### config.mk
export PLATFORM = sky130hd
export DESIGN_NAME = pipelined_adder
export DESIGN_NICKNAME = d
export VERILOG_FILES = /design/src/rtl/pipelined_adder.sv
export SDC_FILE = /design/constraint.sdc
export NUM_CORES = 1
export LEC_CHECK = 0
export CORE_MARGIN = 4
export CORE_UTILIZATION = 40
export CTS_BUF_LIST = sky130_fd_sc_hd__clkbuf_4
export DETAILED_ROUTE_END_ITERATION = 10
export GPL_ROUTABILITY_DRIVEN = 0
export PLACE_DENSITY = 0.7
export SKIP_CTS_REPAIR_TIMING = 1
export SLEW_MARGIN = 20
export SYNTH_ARGS = -nofsm -noshare
export SYNTH_HDL_FRONTEND = slang
export SYNTH_SLANG_ARGS = --single-unit
### constraint.sdc
create_clock -name clk -period 7.97 [get_ports clk]
set_input_delay 1.1955 -clock clk [delete_from_list [all_inputs] [get_ports clk]]
set_output_delay 1.1955 -clock clk [all_outputs]
set_load 0.02 [all_outputs]
### src/rtl/pipelined_adder.sv
// pipelined_adder: WIDTH-bit ripple-carry adder split into STAGES equal chunks,
// one chunk per pipeline stage, with the inter-chunk carry registered between
// stages. Valid/ready handshakes on both sides; bubble-collapsing flow control
// lets an empty stage fill even while the output is stalled.
// Optional feature: define PIPELINED_ADDER_OVF_EN to add the registered
// two's-complement overflow output ovf, aligned with sum/cout.
// WIDTH must be a multiple of STAGES.
module pipelined_adder #(
  parameter int WIDTH  = 16,
  parameter int STAGES = 4
) (
  input  logic             clk,
  input  logic             rst,
  input  logic [WIDTH-1:0] A,
  input  logic [WIDTH-1:0] B,
  input  logic             cin,
  input  logic             in_valid,
  output logic             in_ready,
  output logic [WIDTH-1:0] sum,
  output logic             cout,
  output logic             out_valid,
  input  logic             out_ready
`ifdef PIPELINED_ADDER_OVF_EN
  ,
  output logic             ovf
`endif
);

  localparam int CHUNK = WIDTH / STAGES;

  // One chunk of the ripple add: returns {carry_out, chunk_sum}.
  function automatic logic [CHUNK:0] add_chunk(input logic [CHUNK-1:0] a,
                                               input logic [CHUNK-1:0] b,
                                               input logic             c);
    add_chunk = {1'b0, a} + {1'b0, b} + {{CHUNK{1'b0}}, c};
  endfunction

  // Per-stage word: lower chunks hold finished sum bits, upper chunks still
  // hold operand A; b_q keeps operand B for the chunks not yet added.
  logic [WIDTH-1:0]  a_q [STAGES];
  logic [WIDTH-1:0]  a_d [STAGES];
  logic [WIDTH-1:0]  b_q [STAGES];
  logic [WIDTH-1:0]  b_d [STAGES];
  logic [STAGES-1:0] c_q, c_d;
  logic [STAGES-1:0] v_q, v_d;
  logic [STAGES-1:0] rdy;

  logic [WIDTH-1:0]  src_a, src_b;
  logic              src_c, src_v;
  logic [CHUNK:0]    chunk_r;

`ifdef PIPELINED_ADDER_OVF_EN
  logic ovf_q, ovf_d;
`endif

  // Stage i is ready unless it and every stage after it are full while the
  // consumer stalls; written without a bit-chain so no combinational loop
  // appears between bits of rdy.
  always_comb begin
    rdy = '0;
    for (int i = 0; i < STAGES; i++) begin
      rdy[i] = out_ready || !(&(v_q | ~({STAGES{1'b1}} << i)));
    end
  end

  // Next-state for every stage: load from upstream when ready, add this
  // stage's chunk; data only moves with a valid operation so the output
  // registers stay at their reset value until the first real result.
  always_comb begin
    a_d     = a_q;
    b_d     = b_q;
    c_d     = c_q;
    v_d     = v_q;
    src_a   = '0;
    src_b   = '0;
    src_c   = 1'b0;
    src_v   = 1'b0;
    chunk_r = '0;
`ifdef PIPELINED_ADDER_OVF_EN
    ovf_d   = ovf_q;
`endif
    for (int i = 0; i < STAGES; i++) begin
      if (i == 0) begin
        src_a = A;
        src_b = B;
        src_c = cin;
        src_v = in_valid;
      end else begin
        src_a = a_q[(i == 0) ? 0 : i - 1];
        src_b = b_q[(i == 0) ? 0 : i - 1];
        src_c = c_q[(i == 0) ? 0 : i - 1];
        src_v = v_q[(i == 0) ? 0 : i - 1];
      end
      if (rdy[i]) begin
        v_d[i] = src_v;
      end
      if (rdy[i] && src_v) begin
        chunk_r                  = add_chunk(src_a[i*CHUNK +: CHUNK],
                                             src_b[i*CHUNK +: CHUNK], src_c);
        a_d[i]                   = src_a;
        a_d[i][i*CHUNK +: CHUNK] = chunk_r[CHUNK-1:0];
        b_d[i]                   = src_b;
        c_d[i]                   = chunk_r[CHUNK];
`ifdef PIPELINED_ADDER_OVF_EN
        // Carry into the MSB is a^b^s at that bit; overflow is it XOR cout.
        if (i == STAGES - 1) begin
          ovf_d = src_a[WIDTH-1] ^ src_b[WIDTH-1] ^ chunk_r[CHUNK-1] ^ chunk_r[CHUNK];
        end
`endif
      end
    end
  end

  // Pipeline registers; reset clears valid bits and all data immediately.
  always_ff @(posedge clk or posedge rst) begin
    if (rst) begin
      for (int i = 0; i < STAGES; i++) begin
        a_q[i] <= '0;
        b_q[i] <= '0;
      end
      c_q <= '0;
      v_q <= '0;
`ifdef PIPELINED_ADDER_OVF_EN
      ovf_q <= 1'b0;
`endif
    end else begin
      a_q <= a_d;
      b_q <= b_d;
      c_q <= c_d;
      v_q <= v_d;
`ifdef PIPELINED_ADDER_OVF_EN
      ovf_q <= ovf_d;
`endif
    end
  end

  assign in_ready  = rdy[0];
  assign out_valid = v_q[STAGES-1];
  assign sum       = a_q[STAGES-1];
  assign cout      = c_q[STAGES-1];
`ifdef PIPELINED_ADDER_OVF_EN
  assign ovf       = ovf_q;
`endif

endmodule

==> impl_metrics.yaml, run 1 <==
die:
  start_util_pct: 41.0
  die_height_microns: 111
  placement_rows: 37
  coreArea_sq_um: 10300
  design.portCount: 56
  die_width_microns: 111
  design.die.area_sq_um: 12200
final_layout:
  area.growth.synth_to_final_pct: 17.9
  layout-drive-gt1-share_pct: 21.2
  instances_no_fill: 490
  n_antenna_cell: 0
  nets_final: 406
  filler_cell_count: 943
yosys:
  mappedNetlistArea_sq_um: 4210
  synthDominantCellAreaShare_pct: 57.1
  synth_top_cells_by_area: "sky130_fd_sc_hd__dfrtp_1 (57%), sky130_fd_sc_hd__mux2_2 (14%), sky130_fd_sc_hd__mux2_1 (6.2%), sky130_fd_sc_hd__fa_1 (3.8%), sky130_fd_sc_hd__buf_4 (3.6%)"
  syn-instance-count: 306
  syn_area_per_cell_sq_um: 13.8
  syn-num-nets: 363
  ys_types: 25
  synth_top_area_cell: "sky130_fd_sc_hd__dfrtp_1"
  postSynthRegisterBits: 96
  yosys_warnings: 0
  synth.yosys.seq_area_share_pct: 57.1
placed_design:
  dp_hpwl_microns: 4500
  post-place-cells: 473
  placement.io_buffers: 55
cts:
  tritoncts.num_buffers: 9
  cts_sinks: 96
  clkLatencyLatePin_ns: 0.42
  max-clock-path-buffers: 2
  clk_pin_slew_worst_paths_ns: 0.12
  cts_tree: "done"
  htree_levels: 3
  cts.root.buffer_cell: "sky130_fd_sc_hd__clkbuf_4"
global_routing:
  first_global_vias: 2410
  grt_remaining_overflow: 0
  grt_first_pass_wirelength_microns: 11400
  grt_antenna_before_repair: 0
  grt_max_degree: 56
  grtUsageTotal_pct: 11.5
timing:
  timing.slew.headroom_pct: 31.4
  drv_slew: 0
  tightestPinTransition_ns: 1.03
  setup_violations: 0
  finalClockSkew_ns: 0.0128
  number_of_hold_violations_in_the_final_report: 0
  rsz0062_at_grt: "no"
  setup_tns_ns: 0
  time_the_final_worst_path_needs_with_i_o_delays_and_setup_ns: 4.03
  min_period_over_period_pct: 50.5
  timing.fmax_ghz: 0.248
critical_path:
  worst_path_max_delay_cell: "sky130_fd_sc_hd__clkdlybuf4s50_1"
  worst_setup_path_start_kind: "input port"
  critPathRequiredTime_ns: 6.77
  critPathMostFrequentCell: "sky130_fd_sc_hd__clkdlybuf4s50_1"
  worstPathCellList: "clkdlybuf4s50_1, nand4b_1, or2_2, clkdlybuf4s50_1"
  cp.arrival_ns: 2.83
  crit_path_category: "input port to output pin"
  max_stage_delay_ns: 0.54
  critical_path.max_fanout: 4
  endpoint_kind: "output pin"
detailed_routing:
  detail_route.iter0.violations: 48
  wl_per_cell_microns: 13.1
  route.antenna.remaining_nets: 0
  remaining_drc_errors: 0
  drt_pre_antenna_iters: 4
  vias_per_cell: 4.68
  detailroute.via_count: 2293
  totalWireLength_microns: 6440
flow_run:
  max_cap_viol: 0
status:
  run_status: "completed"
power:
  vdd.ir_drop.worst_mv: 0.105
  leakage_uw: 0.00218
  power-per-cell-area_nw_per_um2: 308
min_path:
  min_path_type: "flop to flop"
[Yosys cell counts (all sizes together)]
master / n
nor3: 1
a21o: 5
o21a: 1
inv: 18
nand2b: 3
dfrtp: 96
xnor2: 1
buf: 26
xor2: 6
fa: 8
a21oi: 7
ha: 12
nand2: 20
nor3b: 1
nand4b: 1
a21boi: 1
mux2: 76
nand3b: 1
nor2b: 3
or2: 2
o31ai: 1
o21ai: 16
[critical path, delay by kind of cell]
kind / cells / cell delay [ns]
buf+inv: 2 / 0.97
simple gates: 2 / 0.66
[flip-flops by register name, indices dropped and copies added (netlist names)]
register / cells
a_q: 32
b_q: 20
src_a: 16
sum: 16
c_q: 4
src_b: 4
v_q: 4
[through the flow]
stage	hold WS [ns]	total power, uW	util [%]	worst slack, ns	instance area (sq um)
floorplan	0.446	1140	-	4.27	4210
global placement	0.458	1250	46.5	4.00	4780
detailed placement	0.466	1270	46.5	3.94	4780
CTS	0.496	1560	48.0	3.93	4930
global route	0.527	1660	48.3	3.84	4960
finish	0.489	1530	48.3	3.94	4960
[cell usage in the layout (no fill, tap or decap), types with 2 or more instances in the layout]
| cell type | count |
|---|---|
| sky130_fd_sc_hd__bufinv_16 | 2 |
| sky130_fd_sc_hd__a21o_1 | 5 |
| sky130_fd_sc_hd__nor2b_1 | 3 |
| sky130_fd_sc_hd__ha_1 | 12 |
| sky130_fd_sc_hd__mux2_1 | 23 |
| sky130_fd_sc_hd__mux2_2 | 53 |
| sky130_fd_sc_hd__xor2_1 | 6 |
| sky130_fd_sc_hd__a21oi_1 | 7 |
| sky130_fd_sc_hd__clkdlybuf4s50_1 | 55 |
| sky130_fd_sc_hd__nand2b_1 | 3 |
| sky130_fd_sc_hd__or2_2 | 2 |
| sky130_fd_sc_hd__fa_1 | 8 |
| sky130_fd_sc_hd__dfrtp_1 | 96 |
| sky130_fd_sc_hd__o21ai_0 | 15 |
| sky130_fd_sc_hd__nand2_1 | 20 |
| sky130_fd_sc_hd__clkinvlp_4 | 2 |
| sky130_fd_sc_hd__buf_4 | 2 |
| sky130_fd_sc_hd__clkbuf_4 | 10 |
| sky130_fd_sc_hd__inv_1 | 17 |
[worst paths after layout]
path | depth (start not counted) | to | slack (ns) | start
worst max-delay path | 4 | in_ready | 3.94 | out_ready
worst min-delay path | 2 | src_a[10]$_DFFE_PP0P_ | 0.49 | src_a[10]$_DFFE_PP0P_
worst max register to register | 4 | b_q[56]$_DFFE_PP0P_ | 6.07 | v_q[2]$_DFFE_PP0N_
worst min register to register | 2 | src_a[10]$_DFFE_PP0P_ | 0.49 | src_a[10]$_DFFE_PP0P_
max in group asynchronous | 3 | b_q[57]$_DFFE_PP0P_ | 5.76 | rst
min in group asynchronous | 2 | b_q[55]$_DFFE_PP0P_ | 1.14 | rst
[kinds of logic after synthesis]
| group | Yosys count | synth area share [%] |
|---|---|---|
| xor gates and xnor gates | 7 | 1.46 |
| buffers and inverters | 44 | 5.88 |
| and+or+nand+nor | 32 | 3.66 |
| muxes | 76 | 20.3 |
| adders and majority gates | 20 | 7.37 |
| DFF | 96 | 57.1 |
| AOI/OAI and AO/OA | 31 | 4.25 |
[power breakdown]
group	internal, uW	leakage (uW)	total, uW	switching, uW
Combinational	286	0.000969	513	228
Clock	129	0.0000800	282	153
Sequential	648	0.00113	733	85.2
Total	1060	0.00218	1530	466
[layer usage]
metal,up-vias,wire (microns),track usage [%]
met5,-,0,0
met4,0,114,5.67
met3,9,268,3.29
met2,36,3220,18.8
met1,1137,2840,13.9
li1,1111,-,-
[layout make-up]
type | instances | area [sq um] | share of cell area (%)
clock buffers | 10 | 75.1 | 1.51
repair buffers | 58 | 593 | 12.0
multi-input cells | 166 | 1570 | 31.6
flip-flops and latches | 96 | 2400 | 48.4
clock inverters | 6 | 83.8 | 1.69
well taps | 136 | 170 | 3.43
inverters | 18 | 70.1 | 1.41
(Power assumes the default switching activity.)
==> run 2: changes to the inputs <==
clock period = 3.79 ns   (was 7.97 ns; I/O delays follow)
==> run 2 against run 1 <==
Against the previous run: via count up 1.1%; setup slack worse by 2.9 ns; sequential cell count unchanged; count of clock-buffer cells in the layout unchanged; critical endpoint unchanged; die area stayed put; combinational power up 110%; critical path depth did not move; clock skew grew 0.0050 ns; design area is 0.81% lower; routed wire length is 2.2% higher; first-iteration DRC count is 48% higher; global-route usage up 0.33 points.
==> impl_metrics.yaml, run 2 (synthesis results as in run 1) <==
critical_path:
  critical_path.max_fanout: 4
  worstReg2RegEnd: "src_a[7]$_DFFE_PP0P_"
  timing.rr.start: "v_q[2]$_DFFE_PP0N_"
  worst_path_max_delay_cell: "sky130_fd_sc_hd__clkdlybuf4s50_1"
  worst_setup_path_start_kind: "input port"
  endpoint_kind: "output pin"
  r2r_cells: 3
  critPathRequiredTime_ns: 3.22
  max_stage_delay_ns: 0.54
  top_family_by_delay_on_critical_path: "buffers and inverters"
  timing.critical_path.buf_inv: 2
  worst-r2r-setup-slack_ns: 2.01
  cp.arrival_ns: 2.18
  worstPathCellList: "clkdlybuf4s50_1, nand4b_1, or2_2, clkdlybuf4s50_1"
  critPathMostFrequentCell: "sky130_fd_sc_hd__clkdlybuf4s50_1"
  crit_path_category: "input port to output pin"
power:
  p_seq_share_pct: 49.2
  power-per-cell-area_nw_per_um2: 638
  p_sw_uw: 978
  leakage_uw: 0.00218
  p_int_uw: 2160
  power.share.switching_pct: 31.1
  share_comb_of_total_power_pct: 34.4
  vdd.ir_drop.worst_mv: 0.249
  clock_power_share_pct: 16.4
die:
  coreArea_sq_um: 10300
  start_util_pct: 41.0
  die_width_microns: 111
  placement_rows: 37
  design.die.area_sq_um: 12200
  design.portCount: 56
  die_height_microns: 111
detailed_routing:
  wl_per_cell_microns: 13.4
  detail_route.iter0.violations: 71
  remaining_drc_errors: 0
  detailroute.via_count: 2318
  vias_per_cell: 4.72
  route.antenna.remaining_nets: 0
  totalWireLength_microns: 6580
  drt_pre_antenna_iters: 4
final_layout:
  nets_final: 408
  max_flop_register: "a_q"
  biggestRegsByFlops: "a_q: 32 flops, b_q: 20 flops"
  area.growth.synth_to_final_pct: 16.9
  n_antenna_cell: 0
  instances_no_fill: 491
  layout_commonest_cell: "sky130_fd_sc_hd__dfrtp_1"
  postLayoutCellArea_sq_um: 4920
  flip_flop_count_of_the_largest_register_all_copies_and_words_added: 32
  layout-drive-gt1-share_pct: 21.4
  mostFrequentLayoutCells: "sky130_fd_sc_hd__dfrtp_1 (96), sky130_fd_sc_hd__clkdlybuf4s50_1 (55), sky130_fd_sc_hd__mux2_2 (53)"
timing:
  finalClockSkew_ns: 0.0179
  time_the_final_worst_path_needs_with_i_o_delays_and_setup_ns: 2.74
  tightestPinTransition_ns: 0.973
  timing.slew.headroom_pct: 35.0
  rsz0062_at_grt: "no"
  timing.fmax_ghz: 0.364
  worst_slack_ns: 1.05
  setup_tns_ns: 0
  min_period_over_period_pct: 72.4
  number_of_hold_violations_in_the_final_report: 0
  drv_slew: 0
  setup_violations: 0
flow_run:
  max_cap_viol: 0
placed_design:
  placement.io_buffers: 55
  dp_hpwl_microns: 4620
  placement.cell_area_sq_um: 4800
  pre_cts_slack_ns: 1.04
  post-place-cells: 476
min_path:
  worst_hold_startpoint: "src_a[9]$_DFFE_PP0P_"
  min_path_type: "flop to flop"
  hold-path-cell-count: 2
  endpoint_of_the_worst_hold_path: "src_a[9]$_DFFE_PP0P_"
cts:
  htree_levels: 3
  cts_sinks: 96
  tritoncts.num_buffers: 9
  clk_pin_slew_worst_paths_ns: 0.12
  clkLatencyLatePin_ns: 0.43
  cts_tree: "done"
  max-clock-path-buffers: 2
  cts.root.buffer_cell: "sky130_fd_sc_hd__clkbuf_4"
global_routing:
  first_global_vias: 2538
  grtUsageTotal_pct: 11.8
  grt_max_degree: 79
  grt_antenna_before_repair: 0
  grt_first_pass_wirelength_microns: 11800
  grt_remaining_overflow: 0
status:
  run_status: "completed"
[run 2: changes by cell type in the layout (fill, tap and decap cells not counted)]
cell and change:
sky130_fd_sc_hd__clkinv_2 +2, sky130_fd_sc_hd__buf_4 +3, sky130_fd_sc_hd__bufinv_16 -1, sky130_fd_sc_hd__clkinvlp_4 -2, sky130_fd_sc_hd__buf_16 -1
[run 2: layout make-up]
class / instances / area [sq um]
Fill cell: 955 / 5360
Inverter: 18 / 70.1
Clock inverter: 5 / 48.8
Clock buffer: 10 / 75.1
Timing Repair Buffer: 60 / 588
Tap cell: 136 / 170
Sequential cell: 96 / 2400
Multi-Input combinational cell: 166 / 1570
[run 2: worst max path at each step]
stage / startpoint / to / slack, ns / cells after the start
after floorplan: rst / a_q[32]$_DFFE_PP0P_ / 0.72 / 1
after global placement: out_ready / in_ready / 1.07 / 4
after detailed placement: out_ready / in_ready / 1.04 / 4
after CTS: out_ready / in_ready / 1.03 / 4
after global routing: out_ready / in_ready / 0.96 / 4
final: out_ready / in_ready / 1.05 / 4
[run 2: stage by stage]
step	hold slack, ns	utilization [%]	power, uW
after global routing	0.515	47.9	3400
after detailed placement	0.467	46.7	2680
final	0.491	47.9	3140
after CTS	0.498	47.9	3200
after global placement	0.457	46.7	2630
after floorplan	0.446	-	2390
[run 2: tightest hold or removal path, cell delays in order (launching register included)]
cell and delay (ns):
sky130_fd_sc_hd__dfrtp_1 0.36, sky130_fd_sc_hd__nand2_1 0.04, sky130_fd_sc_hd__o21ai_0 0.06
[run 2: power groups by stage]
stage | clock [uW] | sequential, uW | combinational [uW]
3_5_place_dp | 0 | 1580 | 1100
6_report | 514 | 1550 | 1080
3_3_place_gp | 0 | 1560 | 1070
2_1_floorplan | 0 | 1520 | 873
4_1_cts | 538 | 1550 | 1100
5_1_grt | 592 | 1590 | 1210
[run 2: per-layer routing]
layer	part of all wire [%]	global-route usage, %
met1	46	14.8
met2	48	19.1
met3	3.3	2.85
met4	2.4	5.91
met5	0	0
